[config.mk]
export PLATFORM = sky130hd
export DESIGN_NAME = fmul_rr_arbiter
export DESIGN_NICKNAME = d
export VERILOG_FILES = /design/src/rtl/fmul_rr_arbiter.sv
export SDC_FILE = /design/constraint.sdc
export NUM_CORES = 1
export LEC_CHECK = 0
export CAP_MARGIN = 20
export CELL_PAD_IN_SITES_DETAIL_PLACEMENT = 0
export CELL_PAD_IN_SITES_GLOBAL_PLACEMENT = 2
export CORE_ASPECT_RATIO = 0.7
export CORE_UTILIZATION = 21
export DETAILED_ROUTE_END_ITERATION = 8
export PLACE_DENSITY = 0.95
export SKIP_CTS_REPAIR_TIMING = 1
export SLEW_MARGIN = 20
export SYNTH_ARGS = -nofsm -noshare
export SYNTH_HDL_FRONTEND = slang
export SYNTH_SLANG_ARGS = --single-unit
export TNS_END_PERCENT = 20
[constraint.sdc]
create_clock -name pclk -period 8.4 [get_ports pclk]
set_input_delay 2.1 -clock pclk [delete_from_list [all_inputs] [get_ports pclk]]
set_output_delay 2.1 -clock pclk [all_outputs]
set_load 0.02 [all_outputs]
[src/rtl/fmul_rr_arbiter.sv]
// ============================================================================
// fmul_rr_arbiter: round-robin share of one FP32 multiplier core among N_REQ
// requesters. Optional BUSY abort timer enabled by FMUL_ARB_TIMEOUT_EN.
// Revision: 1.0
// ============================================================================
`timescale 1ns/1ps
`default_nettype none

module fmul_rr_arbiter #(
    parameter int N_REQ   = 4,
    parameter int IDX_W   = 2,
    parameter int TIMEOUT = 64
) (
    input  logic                 pclk,
    input  logic                 presetn,
    input  logic [N_REQ-1:0]     req,
    input  logic [32*N_REQ-1:0]  op1_flat,
    input  logic [32*N_REQ-1:0]  op2_flat,
    output logic [N_REQ-1:0]     gnt,
    output logic [N_REQ-1:0]     rsp_valid,
    output logic [31:0]          rsp_data,
    output logic                 rsp_err,
    output logic                 busy,
    output logic                 mul_ready,
    output logic [31:0]          mul_op1,
    output logic [31:0]          mul_op2,
    input  logic                 mul_done,
    input  logic [31:0]          mul_res
);

    typedef enum logic [1:0] {
        ST_IDLE = 2'd0,
        ST_BUSY = 2'd1,
        ST_RESP = 2'd2
    } state_t;

    localparam logic [31:0] C_QNAN = 32'h7FC0_0000;

    if (IDX_W != $clog2(N_REQ)) begin : g_bad_idx_w
        $error("IDX_W must equal ceil(log2(N_REQ))");
    end
    if (TIMEOUT < 2 || TIMEOUT > 256) begin : g_bad_timeout
        $error("TIMEOUT must lie in 2..256");
    end

    state_t             r_state;
    state_t             w_state_nxt;
    logic [IDX_W-1:0]   r_ptr;
    logic [IDX_W-1:0]   w_ptr_nxt;
    logic [IDX_W-1:0]   r_idx;
    logic [IDX_W-1:0]   w_idx_nxt;
    logic [N_REQ-1:0]   w_gnt_nxt;
    logic [N_REQ-1:0]   w_rsp_valid_nxt;
    logic [31:0]        w_rsp_data_nxt;
    logic               w_ready_nxt;
    logic [31:0]        w_op1_nxt;
    logic [31:0]        w_op2_nxt;
    logic               w_found;
    logic [IDX_W-1:0]   w_winner;
    logic [IDX_W-1:0]   w_cand;
`ifdef FMUL_ARB_TIMEOUT_EN
    logic [7:0]         r_cnt;
    logic [7:0]         w_cnt_nxt;
    logic               r_rsp_err;
    logic               w_rsp_err_nxt;
`endif

    // First set request at or above ptr, wrapping modulo N_REQ.
    always_comb begin
        w_found  = 1'b0;
        w_winner = '0;
        w_cand   = '0;
        for (int k = 0; k < N_REQ; k++) begin
            w_cand = IDX_W'((int'(r_ptr) + k) % N_REQ);
            if (!w_found && req[w_cand]) begin
                w_found  = 1'b1;
                w_winner = w_cand;
            end
        end
    end

    always_comb begin
        w_state_nxt     = r_state;
        w_ptr_nxt       = r_ptr;
        w_idx_nxt       = r_idx;
        w_gnt_nxt       = '0;
        w_rsp_valid_nxt = '0;
        w_rsp_data_nxt  = rsp_data;
        w_ready_nxt     = mul_ready;
        w_op1_nxt       = mul_op1;
        w_op2_nxt       = mul_op2;
`ifdef FMUL_ARB_TIMEOUT_EN
        w_cnt_nxt       = r_cnt;
        w_rsp_err_nxt   = 1'b0;
`endif
        case (r_state)
            ST_IDLE: begin
                if (w_found) begin
                    w_idx_nxt            = w_winner;
                    w_gnt_nxt[w_winner]  = 1'b1;
                    w_op1_nxt            = op1_flat[32*w_winner +: 32];
                    w_op2_nxt            = op2_flat[32*w_winner +: 32];
                    w_ready_nxt          = 1'b1;
                    w_ptr_nxt            = (w_winner == IDX_W'(N_REQ-1)) ? '0 : w_winner + 1'b1;
                    w_state_nxt          = ST_BUSY;
`ifdef FMUL_ARB_TIMEOUT_EN
                    w_cnt_nxt            = '0;
`endif
                end
            end
            ST_BUSY: begin
                if (mul_done) begin
                    w_rsp_data_nxt         = mul_res;
                    w_rsp_valid_nxt[r_idx] = 1'b1;
                    w_ready_nxt            = 1'b0;
                    w_state_nxt            = ST_RESP;
                end
`ifdef FMUL_ARB_TIMEOUT_EN
                else if (r_cnt == 8'(TIMEOUT-1)) begin
                    w_rsp_data_nxt         = C_QNAN;
                    w_rsp_valid_nxt[r_idx] = 1'b1;
                    w_rsp_err_nxt          = 1'b1;
                    w_ready_nxt            = 1'b0;
                    w_state_nxt            = ST_RESP;
                end else begin
                    w_cnt_nxt = r_cnt + 8'd1;
                end
`endif
            end
            // Hold here until the core drops done so it is not re-taken as a completion.
            ST_RESP: begin
                if (!mul_done) begin
                    w_state_nxt = ST_IDLE;
                end
            end
            default: w_state_nxt = ST_IDLE;
        endcase
    end

    always_ff @(posedge pclk or posedge presetn) begin
        if (presetn) begin
            r_state   <= ST_IDLE;
            r_ptr     <= '0;
            r_idx     <= '0;
            gnt       <= '0;
            rsp_valid <= '0;
            rsp_data  <= '0;
            mul_ready <= 1'b0;
            mul_op1   <= '0;
            mul_op2   <= '0;
`ifdef FMUL_ARB_TIMEOUT_EN
            r_cnt     <= '0;
            r_rsp_err <= 1'b0;
`endif
        end else begin
            r_state   <= w_state_nxt;
            r_ptr     <= w_ptr_nxt;
            r_idx     <= w_idx_nxt;
            gnt       <= w_gnt_nxt;
            rsp_valid <= w_rsp_valid_nxt;
            rsp_data  <= w_rsp_data_nxt;
            mul_ready <= w_ready_nxt;
            mul_op1   <= w_op1_nxt;
            mul_op2   <= w_op2_nxt;
`ifdef FMUL_ARB_TIMEOUT_EN
            r_cnt     <= w_cnt_nxt;
            r_rsp_err <= w_rsp_err_nxt;
`endif
        end
    end

    assign busy = (r_state != ST_IDLE);

`ifdef FMUL_ARB_TIMEOUT_EN
    assign rsp_err = r_rsp_err;
`else
    assign rsp_err = 1'b0;
`endif

endmodule

`default_nettype wire

==> summary.md <==
The analysis attributes to cell leakage a power of 4.42 nW. For this design, the slowest cell found on the critical path is sky130_fd_sc_hd__or4_4. Counting the buffers created by CTS gives 9.

Traced cell by cell, the critical path runs through clkdlybuf4s50_1 > or4_4 > nand2_2 > nor2_4 > buf_12 > a222oi_1 > o21ai_0. CTS built an H-tree with a depth of 3. Global routing finished with a remaining overflow of 0.

The first global-routing pass estimated 34900 µm of wire. STA classifies the critical path endpoint as a register. The share of final-layout standard cells stronger than drive strength 1 was 3.73%.

The number of nets handed over by synthesis was 827. Global routing used 16.7% of the available tracks across all layers. After filler insertion, the fill cell instance count of the layout stands at 2595. The run gives 121 µV as the worst supply voltage drop on vdd. The logs give 0 for the hold violation total from the final report and 0 for the DRC violation count after routing. Setup repair after global routing left no endpoint under its margin. In this run the power density over the cells is 316 nW/µm². The share of synthesized registers carrying an async set or reset was 100%. Setup violations remaining at the end of the flow were counted as 0.

After synthesis, flip-flops and latches occupy 49.2% of the total area. For this run, the detailed router's first-pass iteration total came to 6. For the minimum setup slack in the final design, the log shows 3820 ps. The tools report the core outline area as 26100 µm². The met2 wire length is 11200 µm. The multiplexer share of the synthesized area was 16.5%. The share of the clock period used by the worst path after layout works out to 54.5%. The root buffer cell chosen for the clock tree is sky130_fd_sc_hd__clkbuf_16. For this design the top-level I/O count stands at 402. Prior to clock tree synthesis, the placed netlist has a worst setup slack of 3390 ps. The via count of the first global-routing pass is 6018, and the peak clock frequency supported by timing is 0.218 GHz.

After detailed routing, the met3 layer carries 2070 µm of wire. Entering global routing, the biggest net connects 68 pins. The adder-cell share of the synthesized area came out at 0.222%. By count the netlist is led by sky130_fd_sc_hd__dfrtp_1, sky130_fd_sc_hd__nand2_1, sky130_fd_sc_hd__mux2i_1, sky130_fd_sc_hd__o21ai_0, sky130_fd_sc_hd__a222oi_1.

In this run, distinct cell masters in the synthesized netlist total 42. The floorplan step set the die width to 198 µm. The critical path in this run is classified as in -> reg. The clock network is responsible for 13.1% of the overall power.

The startpoint class of the critical path is an input port. Along the worst path, the maximum fanout reaches 36. Complex-gate fraction of the synthesized area: 18.7%. Max-slew headroom at the worst pin: 28.7%. By area, the combinational part of the netlist is dominated by compound AO/OA/AOI/OAI gates. The quantity of I/O buffers inserted on ports works out to 400.

The aggregate routed wire length was 23400 µm. Summing the areas of all and, or, nand and nor instances in the mapped netlist gives 9.82% of the synthesized area. The clock drives 111 sinks. Max-cap violations in this run came to 0. Clock tree skew after final layout: 6.37 ps. The top cell type by total area after synthesis was sky130_fd_sc_hd__dfrtp_1. The completed layout was analyzed and its total power is 3.21 mW. Among all cell types in the netlist, the one instantiated most often is sky130_fd_sc_hd__dfrtp_1. For the number of slew-limit violations in the final report, the log shows 0.

The run gives 342 as the initial DRC count. For the total negative setup slack, the log shows 0 ps. The remaining antenna violation count came out at 0. Once the floorplan was initialized, standard cells occupied 21.7% of the core. The run finished with clean final reports. In the synthesized netlist the dominant register cell turns out to be sky130_fd_sc_hd__dfrtp_1.

The congestion estimate from routability-driven global placement came to 0.811. The share of total power dissipated in combinational logic is 57.8%. Share of total power in sequential cells: 29.2%. For the post-synthesis cell area, the log shows 5640 µm². The top cell type by area accounts for 49.2% of the synthesized area.

TritonCTS built the clock tree. The internal portion of the total power is 1.88 mW. At the end of the flow, the number of nets in the layout was 1203. The wire-length estimate of the detail-placed layout is 17700 µm. After synthesis, the cell types taking the most area are sky130_fd_sc_hd__dfrtp_1, sky130_fd_sc_hd__mux2i_1, sky130_fd_sc_hd__nand2_1. After technology mapping, the gate count stands at 531. Worst-margin pin slew: 1070 ps. The worst path needs 4580 ps of the cycle, external delays included. Critical path data arrival time: 4800 ps. The number of flops mapped to enable cells by yosys was 0. Summed over all nets, the switching power comes to 1.33 mW. Synthesis warning total: 0. The synthesis-stage register bit count was 111; the post-synthesis to final-layout area growth was 80.4%. The later-pin clock latency in the skew report is 360 ps.

The highest layer used for signal routing is met4. The synthesized area per cell was 10.6 µm². Measured along the y axis, the die boundary spans 139 µm. After detailed routing, the wire length on met1 is 9820 µm. The tightest min-delay check is of the reg -> reg type.

Row count: 49. Once placement completed, the tool counted placed cells totaling 1252. The vias after detailed routing was 5709; the via-per-instance ratio was 4.50. On the worst path, the slowest cell contributes a delay of 620 ps. The tools report the overall die area as 27500 µm². Number of buffers on the longest clock path: 2. For the count of non-filler cells in the finished layout, the log shows 1269.

Clock-pin slew was measured on the worst setup and hold paths at 80 ps. Net switching share of the total power: 41.5%. The data required time of the worst path is 8620 ps.

For the placed standard-cell area, the log shows 9880 µm². After detailed routing, the average wire length per cell comes to 18.4 µm. The logs give 10200 µm² for the final design area excluding fillers and 1 for the initial antenna violation count. The synthesized netlist devotes 0.155% of its cell area to XOR and XNOR gates.
==> area by class of cell <==
cell class / instances / area, µm² / share of cell area [%]
Multi-Input combinational cell: 372 / 2580 / 25.4
Tap cell: 357 / 447 / 4.39
Inverter: 5 / 21.3 / 0.209
Clock buffer: 10 / 229 / 2.25
Antenna cell: 1 / 2.50 / 0.0246
Clock inverter: 5 / 41.3 / 0.406
Timing Repair Buffer: 408 / 4080 / 40.1
Sequential cell: 111 / 2780 / 27.3
==> registers in the layout, indices dropped and copies added (netlist names) <==
name       cells
mul_op1       32
mul_op2       32
rsp_data      32
gnt            4
rsp_valid      4
r_idx          2
r_ptr          2
r_state        2
mul_ready      1
==> cell families after synthesis <==
logic type | count (synthesis)
muxes | 93
AOI/OAI and AO/OA | 144
adders and majority gates | 1
and+or+nand+nor | 132
DFF | 111
other | 1
buffers and inverters | 48
xor gates and xnor gates | 1
==> critical path: cells and delay by family <==
kind	cells	cell delay (ps)
AOI/OAI and AO/OA	2	400
and+or+nand+nor	3	1470
buffers and inverters	2	820
==> worst paths after layout <==
| check | startpoint | to | slack (ps) | cells past startpoint |
|---|---|---|---|---|
| setup / recovery | req[3] | mul_op1[29] | 3820 | 7 |
| hold / removal | rsp_data[16] | rsp_data[16] | 480 | 2 |
| setup reg to reg | r_state[0] | mul_op1[29] | 5780 | 5 |
| hold reg to reg | rsp_data[16] | rsp_data[16] | 480 | 2 |
| max in group asynchronous | presetn | mul_op2[17] | 4920 | 3 |
| min in group asynchronous | presetn | mul_op1[28] | 2160 | 2 |
==> per-stage QoR <==
stage	util [%]	hold WS, ps
finish	39.1	476
global route	39.1	503
CTS	39.0	480
detailed placement	37.9	461
global placement	37.9	458
floorplan	-	455
==> power groups by stage <==
stage	logic (mW)	registers, mW	clock network [mW]
floorplan	0.794	1.20	0
global placement	1.85	0.934	0
detailed placement	1.87	0.943	0
CTS	1.88	0.939	0.446
global route	2.01	0.973	0.463
finish	1.86	0.937	0.420
==> per-layer routing <==
metal  vias to the layer above  GRT usage, %
met2                       252          27.8
met4                         0          4.86
li1                       2716             -
met1                      2722          20.5
met3                        19          5.42
met5                         -             0
==> placed cells by master (no fill, tap or decap), types with 2 or more instances in the layout <==
cell	synthesis	final
sky130_fd_sc_hd__a21oi_1	3	3
sky130_fd_sc_hd__a222oi_1	35	35
sky130_fd_sc_hd__a2bb2oi_1	28	28
sky130_fd_sc_hd__and2_1	2	2
sky130_fd_sc_hd__and3_1	2	2
sky130_fd_sc_hd__buf_4	4	7
sky130_fd_sc_hd__clkbuf_16	0	9
sky130_fd_sc_hd__clkdlybuf4s50_1	0	400
sky130_fd_sc_hd__dfrtp_1	111	111
sky130_fd_sc_hd__inv_1	3	2
sky130_fd_sc_hd__inv_6	0	2
sky130_fd_sc_hd__mux2i_1	93	93
sky130_fd_sc_hd__nand2_1	109	109
sky130_fd_sc_hd__nand2_2	2	2
sky130_fd_sc_hd__nand3b_1	2	2
sky130_fd_sc_hd__nor2_1	6	6
sky130_fd_sc_hd__nor3_1	2	2
sky130_fd_sc_hd__o21ai_0	59	59
sky130_fd_sc_hd__o21ai_1	8	8
sky130_fd_sc_hd__o31ai_1	2	2
(Power assumes the default switching activity.)
==> edit 1: new RTL, config.mk and constraints unchanged <==
Add a define of `FMUL_ARB_TIMEOUT_EN`.
--- a/src/rtl/fmul_rr_arbiter.sv
+++ b/src/rtl/fmul_rr_arbiter.sv
@@ -5,6 +5,8 @@
 // ============================================================================
 `timescale 1ns/1ps
 `default_nettype none
+
+`define FMUL_ARB_TIMEOUT_EN
 
 module fmul_rr_arbiter #(
     parameter int N_REQ   = 4,
Formal check against the unedited RTL: same outputs for any inputs over 4 cycles, from zero or initial values and one cycle with presetn high; that may be too few to reach the edited logic, so the function may still have changed.
==> edit 1 against the unedited design <==
Die area is 13% higher. Non-clock buffer count increased by 2. Sequential cell count grew 9. Clock power is 75% higher. Total power grew 21%. Sequential power increased by 7%. Design area is 11% higher. Routed wire length increased by 6.7%. First-iteration DRC count down 9.1%. Core utilization fell by 0.66 points. Setup slack got worse by 0.48 ns. Maximum frequency is 9.6% lower. Area after synthesis rose by 13%. Critical path type unchanged. Highest routed layer unchanged.
==> edit 1: results (changes against the unedited design) <==
Syn_nets - 852 (was 827)
Reg2reg start - r_state[1]$_DFFE_PP0P_ (was r_state[0]$_DFFE_PP0P_)
Largest net degree at the start of global routing - 69 (was 68)
GRT Total Usage - 16.1% (was 16.7%)
WP data arrival - 5.38 ns (was 4.80 ns)
Setup WS pre-CTS - 2.83 ns (was 3.39 ns)
Headroom to the max-slew limit - 30.8% (was 28.7%)
Half-perimeter wire length after placement - 18,200 um (was 17,700 um)
Clk Latency, worst-skew pair - 0.42 ns (was 0.36 ns)
Number of DRC markers in iteration 0 - 311 (was 342)
First-pass GRT wire length - 38,200 um (was 34,900 um)
Hold slack - 0.471 ns (was 0.476 ns)
Vias - 6,224 (was 5,709)
H-tree depth - 4 (was 3)
Top post-synthesis cells by area - dfrtp_1 (47%), a221oi_2 (12%), mux2i_1 (11%) (was dfrtp_1 (49%), mux2i_1 (17%), nand2_1 (7.3%))
DRT Pass-1 Iters - 4 (was 6)
Port bufs - 401 (was 400)
VDD IR max - 118 uV (was 121 uV)
Total CTS buffers - 17 (was 9)
Final nets - 1,227 (was 1,203)
Post-layout min period - 5.06 ns (was 4.58 ns)
EDFF count, synth - 0 (unchanged)
Leakage - 4.56 nW (was 4.42 nW)
Share of cells above drive strength 1 - 10.6% (was 3.73%)
CP peak stage delay - 0.74 ns (was 0.62 ns)
Routed wire per std cell - 18.5 um (was 18.4 um)
Vias in the first global route - 6,508 (was 6,018)
Commonest cells post-synth - dfrtp_1 (120), nor2_1 (69), mux2i_1 (67) (was dfrtp_1 (111), nand2_1 (109), mux2i_1 (93))
Worst Path Max Fanout - 65 (was 36)
Placer Congestion - 0.792 (was 0.811)
NetSw - 1.61 mW (was 1.33 mW)
# fillers - 2,917 (was 2,595)
Status - completed (unchanged)
Register area share after synthesis - 47.2% (was 49.2%)
Worst path slowest cell - nand3_4 (was or4_4)
Worst Clk Skew - 0.00794 ns (was 0.00637 ns)
Post-Place Cell Area - 0.0107 sq mm (was 0.00988 sq mm)
Post-synth cell types - 44 (was 42)
[edit 1: cell count changes in the layout (fill, tap and decap cells not counted), moves of 9 or more]
cell,unedited run,this run
a22o_1,0,24
a221o_1,0,9
a222oi_1,35,0
a221oi_2,0,49
dfrtp_1,111,120
o22ai_1,0,64
nor2_1,6,68
o21ai_0,59,6
mux2i_1,93,67
a2bb2oi_1,28,0
a221oi_1,1,15
nand2_1,109,12
[edit 1: per-layer routing]
layer	wire [um]	share of wire (%)	global-route usage [%]	vias to the layer above
li1	-	-	-	2930
met1	10700	43	20.0	3001
met2	12000	48	26.9	274
met3	1860	7.4	4.67	19
met4	356	1.4	5.07	0
met5	0	0	0	-
[edit 1: area by class of cell]
type                       count  area share, %
timing repair buffer         410           36.3
multi-input combinational    374           27.1
sequential                   120           26.7
tap                          405           4.50
clock buffer                  19           4.02
clock inverter                13           1.19
inverter                       7          0.255
antenna                        1         0.0222
[edit 1: power by group through the flow]
stage          registers [mW]  logic (mW)  clock network [mW]
4_1_cts                  1.01        2.18               0.765
3_5_place_dp             1.01        2.17                   0
2_1_floorplan            1.29       0.992                   0
3_3_place_gp             1.00        2.15                   0
6_report                 1.00        2.15               0.736
5_1_grt                  1.04        2.31               0.788
[edit 1: worst paths after layout]
kind / depth (start not counted) / to
max: 6 / mul_op1[16]$_DFFE_PP0P_
min: 1 / rsp_valid[1]$_DFF_PP0_
max reg2reg: 5 / mul_op1[16]$_DFFE_PP0P_
min reg2reg: 1 / rsp_valid[1]$_DFF_PP0_
max in group asynchronous: 3 / mul_op2[31]$_DFFE_PP0P_
min in group asynchronous: 2 / mul_op1[1]$_DFFE_PP0P_
[edit 1: cell families (layout without fill, tap and decap cells)]
kind of cell / after synthesis / after routing / synth area share, %
xor+xnor: 2 / 2 / 0.275
buf+inv: 61 / 449 / 5.72
flops: 120 / 120 / 47.2
mux: 68 / 68 / 10.7
fa+ha+maj: 2 / 2 / 0.393
simple gates: 116 / 116 / 8.06
compound gates: 186 / 186 / 27.6
other cells: 0 / 1 / 0
[edit 1: through the flow]
| step | cells | util [%] |
|---|---|---|
| 4_1_cts | 1348 | 38.4 |
| 3_3_place_gp | 1315 | 36.3 |
| 2_1_floorplan | 555 | - |
| 3_5_place_dp | 1316 | 36.4 |
| 6_report | 1349 | 38.4 |
| 5_1_grt | 1349 | 38.4 |
==> edit 2: new RTL, same settings <==
Without the edit above. Make the reset (`presetn`) synchronous in one clocked block.
--- a/src/rtl/fmul_rr_arbiter.sv
+++ b/src/rtl/fmul_rr_arbiter.sv
@@ -137,7 +137,7 @@
         endcase
     end
 
-    always_ff @(posedge pclk or posedge presetn) begin
+    always_ff @(posedge pclk) begin
         if (presetn) begin
             r_state   <= ST_IDLE;
             r_ptr     <= '0;
Formal check against the unedited RTL: differs if presetn is asserted again (counterexample within 4 cycles, from zero or initial values and one cycle with presetn high); with presetn held inactive, the same outputs for 4 cycles.
==> edit 2 against the unedited design <==
Sequential cell count stayed put. Synthesized cell count is 35% higher. Critical path depth stayed put. Register-to-register slack worse by 0.27 ns. Cell count is 14% higher. Area after synthesis is 5.4% higher. Via count is 15% higher. Routed wire length is 12% higher. Design area is 2.8% higher. Setup slack worse by 0.41 ns.
Power is not compared: it rests on default switching activity, and its combinational part moved more than twofold at a synthesized area within 25%.
==> edit 2: results (changes against the unedited design) <==
Synth warnings - 0 (unchanged)
Port bufs - 400 (unchanged)
WP data arrival - 5.20 ns (was 4.80 ns)
Initial antenna violation count - 5 (was 1)
Async S/R FF share, synth - 0% (was 100%)
Number of DRC markers in iteration 0 - 298 (was 342)
Commonest cells post-synth - nand2_1 (136), dfxtp_1 (111), a21boi_0 (64), and3_1 (64), mux2i_1 (64) (was dfrtp_1 (111), nand2_1 (109), mux2i_1 (93))
Worst path slowest cell - and2_4 (was or4_4)
Vias in the first global route - 6,536 (was 6,018)
Half-perimeter wire length after placement - 18,800 um (was 17,700 um)
Final-report hold violation count - 0 (unchanged)
Worst-Margin Slew - 1.06 ns (was 1.07 ns)
Top Family by Delay on Critical Path - buffers and inverters (was simple AND/OR/NAND/NOR gates)
Worst hold-check path type - reg -> reg (unchanged)
# fillers - 2,850 (was 2,595)
Register area share after synthesis - 37.4% (was 49.2%)
Status - completed (unchanged)
Largest net degree at the start of global routing - 67 (was 68)
Clock root buffer - clkbuf_16 (unchanged)
Worst-path clk slew - 0.08 ns (about the same)
GRT Total Usage - 17.2% (was 16.7%)
Largest regs - mul_op1 (32), mul_op2 (32), rsp_data (32) (unchanged)
Worst Clk Skew - 0.0114 ns (was 0.00637 ns)
Post-synth cell types - 40 (was 42)
Routed wire per std cell - 18.0 um (was 18.4 um)
Clock buffer depth - 2 (unchanged)
Top post-synthesis cells by area - dfxtp_1 (37%), mux2i_1 (11%), nand2_1 (8.6%) (was dfrtp_1 (49%), mux2i_1 (17%), nand2_1 (7.3%))
CP peak stage delay - 0.82 ns (was 0.62 ns)
First-pass GRT wire length - 38,200 um (was 34,900 um)
Clk Latency, worst-skew pair - 0.36 ns (about the same)
Worst hold path startpoint - rsp_data[24]$_SDFFE_PP0P_ (was rsp_data[16]$_DFFE_PP0P_)
Setup WS pre-CTS - 2.93 ns (was 3.39 ns)
Leakage - 3.90 nW
Crit path launch - req[2] (was req[3])
VDD IR max - 86.4 uV
Final nets - 1,364 (was 1,203)
Share of cells above drive strength 1 - 4.01% (was 3.73%)
Total CTS buffers - 9 (unchanged)
Post-Place Cell Area - 0.0101 sq mm (was 0.00988 sq mm)
DRT Pass-1 Iters - 4 (was 6)
Syn_nets - 1,014 (was 827)
Worst Path Max Fanout - 66 (was 36)
Placer Congestion - 0.816 (was 0.811)
Vias - 6,574 (was 5,709)
Reg2reg start - r_ptr[1]$_SDFFE_PP0P_ (was r_state[0]$_DFFE_PP0P_)
H-tree depth - 3 (unchanged)
[edit 2: power breakdown]
group / switching, mW / total [mW] / internal [mW]
sequential: 0.0390 / 0.633 / 0.594
combinational: 0.329 / 0.673 / 0.344
clock: 0.230 / 0.449 / 0.218
total: 0.599 / 1.75 / 1.16
[edit 2: through the flow]
stage          util, %  std cells
2_1_floorplan        -        717
3_3_place_gp      36.5       1426
3_5_place_dp      36.5       1426
4_1_cts           37.5       1442
5_1_grt           37.6       1446
6_report          37.6       1447
[edit 2: final timing paths]
| path | endpoint | slack (ns) | cells past startpoint |
|---|---|---|---|
| worst max-delay path | mul_op2[2]$_SDFFE_PP0P_ | 3.41 | 7 |
| worst max register to register | mul_op2[2]$_SDFFE_PP0P_ | 5.51 | 6 |
| worst min register to register | rsp_data[24]$_SDFFE_PP0P_ | 0.46 | 2 |
| worst min-delay path | rsp_data[24]$_SDFFE_PP0P_ | 0.46 | 2 |
[edit 2: tightest hold or removal path, cell delays in order (launching register included)]
cell and delay [ns]:
dfxtp_1 0.31, nand2_1 0.05, a21oi_1 0.05
[edit 2: layer usage]
metal,routed length (um),vias to the layer above,GRT usage (%)
met5,13,-,0
met1,11100,3085,20.3
met2,12600,217,29.9
met4,363,2,5.07
li1,-,3253,-
met3,2070,17,5.41
[edit 2: layout make-up]
type,count,share of cell area [%]
clock inverter,6,0.562
antenna,4,0.0956
tap,371,4.44
clock buffer,10,2.28
timing repair buffer,408,38.9
sequential,111,21.2
multi-input combinational,531,32.3
inverter,6,0.215
[edit 2: cell families after synthesis]
family	count (synthesis)	synth area share, %
xor gates and xnor gates	1	0.147
buffers and inverters	75	6.40
other	1	0.0631
AOI/OAI and AO/OA	236	26.5
adders and majority gates	2	0.421
DFF	111	37.4
muxes	64	10.8
and+or+nand+nor	227	18.3
